**src/rtl/axilite_pkg.sv**
```systemverilog
// Shared types for the AXI-Lite command sequencer.
// FSM state encoding, queued command bundle and default queue depth.
package axilite_pkg;

  localparam int unsigned CMD_DEPTH_DEFAULT = 4;

  typedef enum logic [1:0] {
    ST_IDLE      = 2'd0,
    ST_ISSUE     = 2'd1,
    ST_WAIT_DONE = 2'd2,
    ST_RESP      = 2'd3
  } seq_state_t;

  typedef struct packed {
    logic        wr;
    logic [31:0] addr;
    logic [31:0] wdata;
    logic [3:0]  wstrb;
  } cmd_t;

endpackage

```
**src/rtl/axilite_cmd_fifo.sv**
```systemverilog
// Command queue for the sequencer: DEPTH entries, show-ahead head,
// no bypass, push refused when full even if a pop occurs.
module axilite_cmd_fifo
  import axilite_pkg::*;
#(
  parameter int unsigned DEPTH = CMD_DEPTH_DEFAULT
) (
  input  logic                     axi_aclk,
  input  logic                     axi_areset,
  input  logic                     push,
  input  cmd_t                     din,
  input  logic                     pop,
  output cmd_t                     dout,
  output logic                     full,
  output logic                     empty,
  output logic [$clog2(DEPTH):0]   level
);

  localparam int unsigned AW = $clog2(DEPTH);
  localparam int unsigned LW = AW + 1;

  cmd_t          mem [DEPTH];
  logic [AW-1:0] wr_ptr;
  logic [AW-1:0] rd_ptr;
  logic          do_push;
  logic          do_pop;

  assign full    = (level == LW'(DEPTH));
  assign empty   = (level == '0);
  assign do_push = push && !full;
  assign do_pop  = pop && !empty;
  assign dout    = mem[rd_ptr];

  always_ff @(posedge axi_aclk) begin
    if (do_push) begin
      mem[wr_ptr] <= din;
    end
  end

  always_ff @(posedge axi_aclk) begin
    if (axi_areset) begin
      wr_ptr <= '0;
      rd_ptr <= '0;
      level  <= '0;
    end else begin
      if (do_push) begin
        wr_ptr <= wr_ptr + 1'b1;
      end
      if (do_pop) begin
        rd_ptr <= rd_ptr + 1'b1;
      end
      unique case ({do_push, do_pop})
        2'b10:   level <= level + 1'b1;
        2'b01:   level <= level - 1'b1;
        default: level <= level;
      endcase
    end
  end

endmodule

```
**src/rtl/axilite_cmd_sequencer.sv**
```systemverilog
// Queues AXI-Lite read/write commands and issues them one at a time
// to a master backend, returning in-order responses.
module axilite_cmd_sequencer
  import axilite_pkg::*;
#(
  parameter int unsigned DEPTH = CMD_DEPTH_DEFAULT
) (
  input  logic                   axi_aclk,
  input  logic                   axi_areset,
  input  logic                   cmd_valid,
  output logic                   cmd_ready,
  input  logic                   cmd_wr,
  input  logic [31:0]            cmd_addr,
  input  logic [31:0]            cmd_wdata,
  input  logic [3:0]             cmd_wstrb,
  output logic                   bk_wstart,
  output logic [31:0]            bk_waddr,
  output logic [31:0]            bk_wdata,
  output logic [3:0]             bk_wstrb,
  input  logic                   bk_wdone,
  output logic                   bk_rstart,
  output logic [31:0]            bk_raddr,
  input  logic [31:0]            bk_rdata,
  input  logic                   bk_rdone,
  output logic                   rsp_valid,
  input  logic                   rsp_ready,
  output logic                   rsp_wr,
  output logic [31:0]            rsp_rdata,
  output logic [$clog2(DEPTH):0] cmd_level
);

  seq_state_t state;
  cmd_t       cmd_in;
  cmd_t       head;
  logic       fifo_full;
  logic       fifo_empty;
  logic       pop;
  logic       busy;
  logic       wdone_hit;
  logic       rdone_hit;

  assign cmd_in.wr    = cmd_wr;
  assign cmd_in.addr  = cmd_addr;
  assign cmd_in.wdata = cmd_wdata;
  assign cmd_in.wstrb = cmd_wstrb;

  assign cmd_ready = !fifo_full && !axi_areset;
  assign pop       = (state == ST_IDLE) && !fifo_empty;

  axilite_cmd_fifo #(
    .DEPTH (DEPTH)
  ) u_fifo (
    .axi_aclk   (axi_aclk),
    .axi_areset (axi_areset),
    .push       (cmd_valid && cmd_ready),
    .din        (cmd_in),
    .pop        (pop),
    .dout       (head),
    .full       (fifo_full),
    .empty      (fifo_empty),
    .level      (cmd_level)
  );

  // rsp_wr doubles as the type of the command in flight
  assign busy      = (state == ST_ISSUE) || (state == ST_WAIT_DONE);
  assign wdone_hit = busy && rsp_wr && bk_wdone;
  assign rdone_hit = busy && !rsp_wr && bk_rdone;

  assign bk_wstart = (state == ST_ISSUE) && rsp_wr;
  assign bk_rstart = (state == ST_ISSUE) && !rsp_wr;
  assign rsp_valid = (state == ST_RESP);

  always_ff @(posedge axi_aclk) begin
    if (axi_areset) begin
      state     <= ST_IDLE;
      bk_waddr  <= '0;
      bk_wdata  <= '0;
      bk_wstrb  <= '0;
      bk_raddr  <= '0;
      rsp_wr    <= 1'b0;
      rsp_rdata <= '0;
    end else begin
      unique case (state)
        ST_IDLE: begin
          if (pop) begin
            state  <= ST_ISSUE;
            rsp_wr <= head.wr;
            if (head.wr) begin
              bk_waddr <= head.addr;
              bk_wdata <= head.wdata;
              bk_wstrb <= head.wstrb;
            end else begin
              bk_raddr <= head.addr;
            end
          end
        end
        ST_ISSUE, ST_WAIT_DONE: begin
          if (wdone_hit) begin
            state     <= ST_RESP;
            rsp_rdata <= '0;
          end else if (rdone_hit) begin
            state     <= ST_RESP;
            rsp_rdata <= bk_rdata;
          end else begin
            state <= ST_WAIT_DONE;
          end
        end
        ST_RESP: begin
          if (rsp_ready) begin
            state <= ST_IDLE;
          end
        end
        default: state <= ST_IDLE;
      endcase
    end
  end

endmodule

```
**config.mk**
```make
export PLATFORM = sky130hd
export DESIGN_NAME = axilite_cmd_sequencer
export DESIGN_NICKNAME = d
export VERILOG_FILES = /design/src/rtl/axilite_pkg.sv /design/src/rtl/axilite_cmd_fifo.sv /design/src/rtl/axilite_cmd_sequencer.sv
export SDC_FILE = /design/constraint.sdc
export NUM_CORES = 1
export LEC_CHECK = 0
export BUFFER_PORTS_ARGS = -buffer_cell sky130_fd_sc_hd__buf_2
export CORE_UTILIZATION = 56
export CTS_CLUSTER_DIAMETER = 100
export DETAILED_ROUTE_END_ITERATION = 7
export PLACE_DENSITY_LB_ADDON = 0.25
export REMOVE_ABC_BUFFERS = 1
export SETUP_SLACK_MARGIN = 0.4
export SYNTH_ARGS = -nofsm -noshare
export SYNTH_HDL_FRONTEND = slang
export SYNTH_SLANG_ARGS = --single-unit
```
**constraint.sdc**
```tcl
create_clock -name axi_aclk -period 3.69 [get_ports axi_aclk]
set_input_delay 0.369 -clock axi_aclk [delete_from_list [all_inputs] [get_ports axi_aclk]]
set_output_delay 0.369 -clock axi_aclk [all_outputs]
set_load 0.01 [all_outputs]
```
==> results by group <==
Synthesis
  • Top cell type's share of synthesized area: 53.1%
  • Number of synthesis warnings: 0
  • Seq/Total Area, Yosys: between 70% and 80%
  • Post-synth EDFFs: between 200 and 300
  • Commonest register cell after synthesis: edfxtp_1
  • Unique masters post-synth: 40
  • Post-synthesis cell area: 15600 sq um
  • Ranking of synthesized cells by area: edfxtp_1 53%, dfxtp_1 18%, mux4_2 10%, mux2i_1 4.3%, nand2_1 3.3%
  • Synth Area per Inst: between 15 and 20 sq um
  • Most numerous cell in the Yosys netlist: edfxtp_1
  • Post-synthesis async set-or-reset flop share: 0%
  • Most instantiated cells after synthesis: 276 x edfxtp_1, 144 x dfxtp_1, 139 x nand2_1
  • Yosys top cell by area: edfxtp_1
  • Syn Inst Count: 945
  • Synth Register Bits: 420

Detailed routing
  • Total number of vias: just under 9000
  • Final WL: 31800 um
  • Wire length per cell: between 15 and 20 um
  • Iteration-0 DRC Markers: 573
  • # DRC: 0
  • Vias per inst: ~5.6
  • Pre-Repair DR Iteration Count: 4
  • DRT antenna net count: 0

Min path
  • Hold endpoint: u_fifo.mem[1][53]
  • Hold path start: cmd_addr[17]
  • Worst min-delay path class: primary input to register
  • Hold path depth: 1

Cells and area
  • Share of layout cells above drive strength 1: between 30% and 40%
  • Final core occ: 68.1%
  • Nets: between 1000 and 1500
  • Non-filler cells, final: approximately 1600
  • Area Growth Syn to Fin: 18.6%

Floorplan
  • Core area: between 20000 and 30000 sq um
  • I/O pin count: roughly 250
  • Die ar.: approximately 29000 sq um
  • Core Rows: 60
  • Die width: between 150 and 200 um
  • Die Height: ~170 um
  • Starting Density: 57.4%

Clocking
  • CTS tree: built
  • H-Tree Depth: 2
  • Root Buffer: clkbuf_16
  • Post-CTS Repair Setup Buffers: 0
  • CTS max path bufs: 3
  • CTS sink cnt: 420
  • CTS Hold Bufs: 0
  • Worst skew pair latency: between 500 and 600 ps
  • Post-CTS sizing: 0
  • CTS buffer count: 42
  • Clock Pin Slew Worst Setup and Hold Paths: 60 ps

Global route
  • GRT Residual Overflow: 0
  • GRT Total Usage: approximately 22%
  • Global-route wire length before repair: ~49000 um
  • Largest net degree at the start of global routing: 96
  • Initial antenna violation count: 8
  • Number of global-route vias before repair: a little under 9000

Power
  • Peak VDD IR: 0.555 mV
  • Internal power: about 9 mW
  • Total power draw: 12.5 mW
  • Net switching power: approximately 3.4 mW
  • P_leak: around 7.2 nW
  • Clock power share: 33.2%
  • Switching Share: a little over a quarter
  • Seq pwr share: about 47%
  • Comb power frac: 20.1%
  • Power per cell area: 676 nW/um^2

STA
  • Unrepaired setup endpoints after global routing: no
  • Max Clock Skew: roughly 15 ps
  • Tcrit/Tclk final: 76.2%
  • Final hold violations: 0
  • Final setup margin: about 880 ps
  • Slew Viols, Final: 0
  • Rel. slew slack: 17.7%
  • Setup TNS: 0 ps
  • Final setup fails: 0
  • Min Clock Period, post-route: ~2800 ps
  • Fmax: 0.355 GHz
  • Worst-Margin Slew: between 1000 and 1500 ps

Flow run
  • Max cap viols: 0

Critical path
  • CP startpoint kind: register
  • Setup crit end kind: register
  • Kind of critical path: register to register
  • Critical-path maximum fanout: just under 70
  • Reg2reg setup slack: between 800 and 900 ps
  • WP data arrival: ~3200 ps
  • CP required: roughly 4100 ps
  • R2R Path End: bk_waddr[7]
  • Reg2reg path depth: 4

Placement
  • Hpwl dp: between 15000 and 20000 um
  • Dpl cells: approximately 1500
  • Port Buffers: 246
  • Routability cong.: around 0.74
  • Dpl ws: 884 ps

Outcome
  • Status: finished, final reports clean
[final cells by class]
| type | instances | area, sq um |
|---|---|---|
| well taps | 372 | 465 |
| fillers | 1891 | 8660 |
| diodes | 7 | 17.5 |
| multi-input cells | 452 | 4050 |
| inverters | 8 | 32.5 |
| clock inverters | 15 | 105 |
| clock buffers | 63 | 1270 |
| repair buffers | 260 | 1390 |
| flip-flops and latches | 420 | 11200 |
[placed cells by master, fill, tap and decap left out, types with 2 or more instances in the layout]
cell type	synthesis	routed
xnor2_1	2	2
clkbuf_1	32	10
ha_1	8	8
clkbuf_8	0	8
buf_4	7	10
nor2_1	7	7
a31o_2	6	6
buf_12	0	4
and2_4	0	4
and4_1	36	36
nor2b_1	2	2
o21ai_0	25	25
inv_1	7	7
dfxtp_4	0	2
mux2i_1	67	67
diode_2	0	7
xor2_1	2	2
clkinvlp_4	0	3
or3_1	2	2
clkbuf_16	0	45
nand2_1	139	139
mux4_2	69	69
a31o_1	30	30
clkinv_1	0	2
buf_2	10	246
edfxtp_1	276	276
clkinv_2	0	9
a21oi_1	36	36
dfxtp_1	144	142
[cells by family (layout without fill, tap and decap cells)]
family / after synthesis / count (layout) / synth area share, %
flops: 420 / 420 / 71.6
simple gates: 201 / 201 / 6.36
mux: 137 / 137 / 14.3
compound gates: 101 / 101 / 4.20
buf+inv: 73 / 346 / 2.56
fa+ha+maj: 9 / 9 / 0.770
xor+xnor: 4 / 4 / 0.224
other cells: 0 / 7 / 0
[sequential cells by signal, indices dropped and copies added, names as in the netlist, named ones only]
signal and count:
u_fifo.wr_ptr 2, u_fifo.rd_ptr 2, bk_raddr 32, rsp_rdata 32, bk_waddr 32, state 2, u_fifo.mem 276, bk_wdata 32
u_fifo.level 3, bk_wstrb 4, rsp_wr 1
[worst max-delay path by stage]
stage                        end  depth (start not counted)
finish               bk_waddr[7]                          4
global route         bk_waddr[7]                          4
global placement    bk_waddr[30]                          4
detailed placement   bk_waddr[7]                          4
CTS                  bk_waddr[7]                          4
floorplan            bk_raddr[0]                          3
[power groups by stage]
stage | clock, mW | combinational [mW] | sequential, mW
2_1_floorplan | 0 | 1.40 | 6.14
3_3_place_gp | 0 | 2.48 | 5.92
3_5_place_dp | 0 | 2.53 | 5.94
4_1_cts | 4.23 | 2.55 | 5.85
5_1_grt | 4.41 | 2.74 | 5.90
6_report | 4.16 | 2.52 | 5.85
[critical path: stages, from the launching register on]
cell and delay, ps:
dfxtp_4 640, mux4_2 600, buf_4 280, nand2_4 830, mux2i_1 320
[metrics by stage]
stage | hold slack (ps) | instance area (sq um)
6_report | 56.7 | 18500
3_5_place_dp | 447 | 17100
3_3_place_gp | 440 | 17100
2_1_floorplan | 438 | 15200
4_1_cts | 34.6 | 18500
5_1_grt | 36.9 | 18500
[per-layer routing]
layer | vias up | share of wire, % | track usage (%)
met3 | 60 | 6.2 | 5.10
li1 | 4098 | - | -
met4 | 6 | 1.9 | 6.76
met1 | 4458 | 41 | 29.3
met5 | - | 0.13 | 0
met2 | 259 | 50 | 37.5
(Power assumes the default switching activity.)
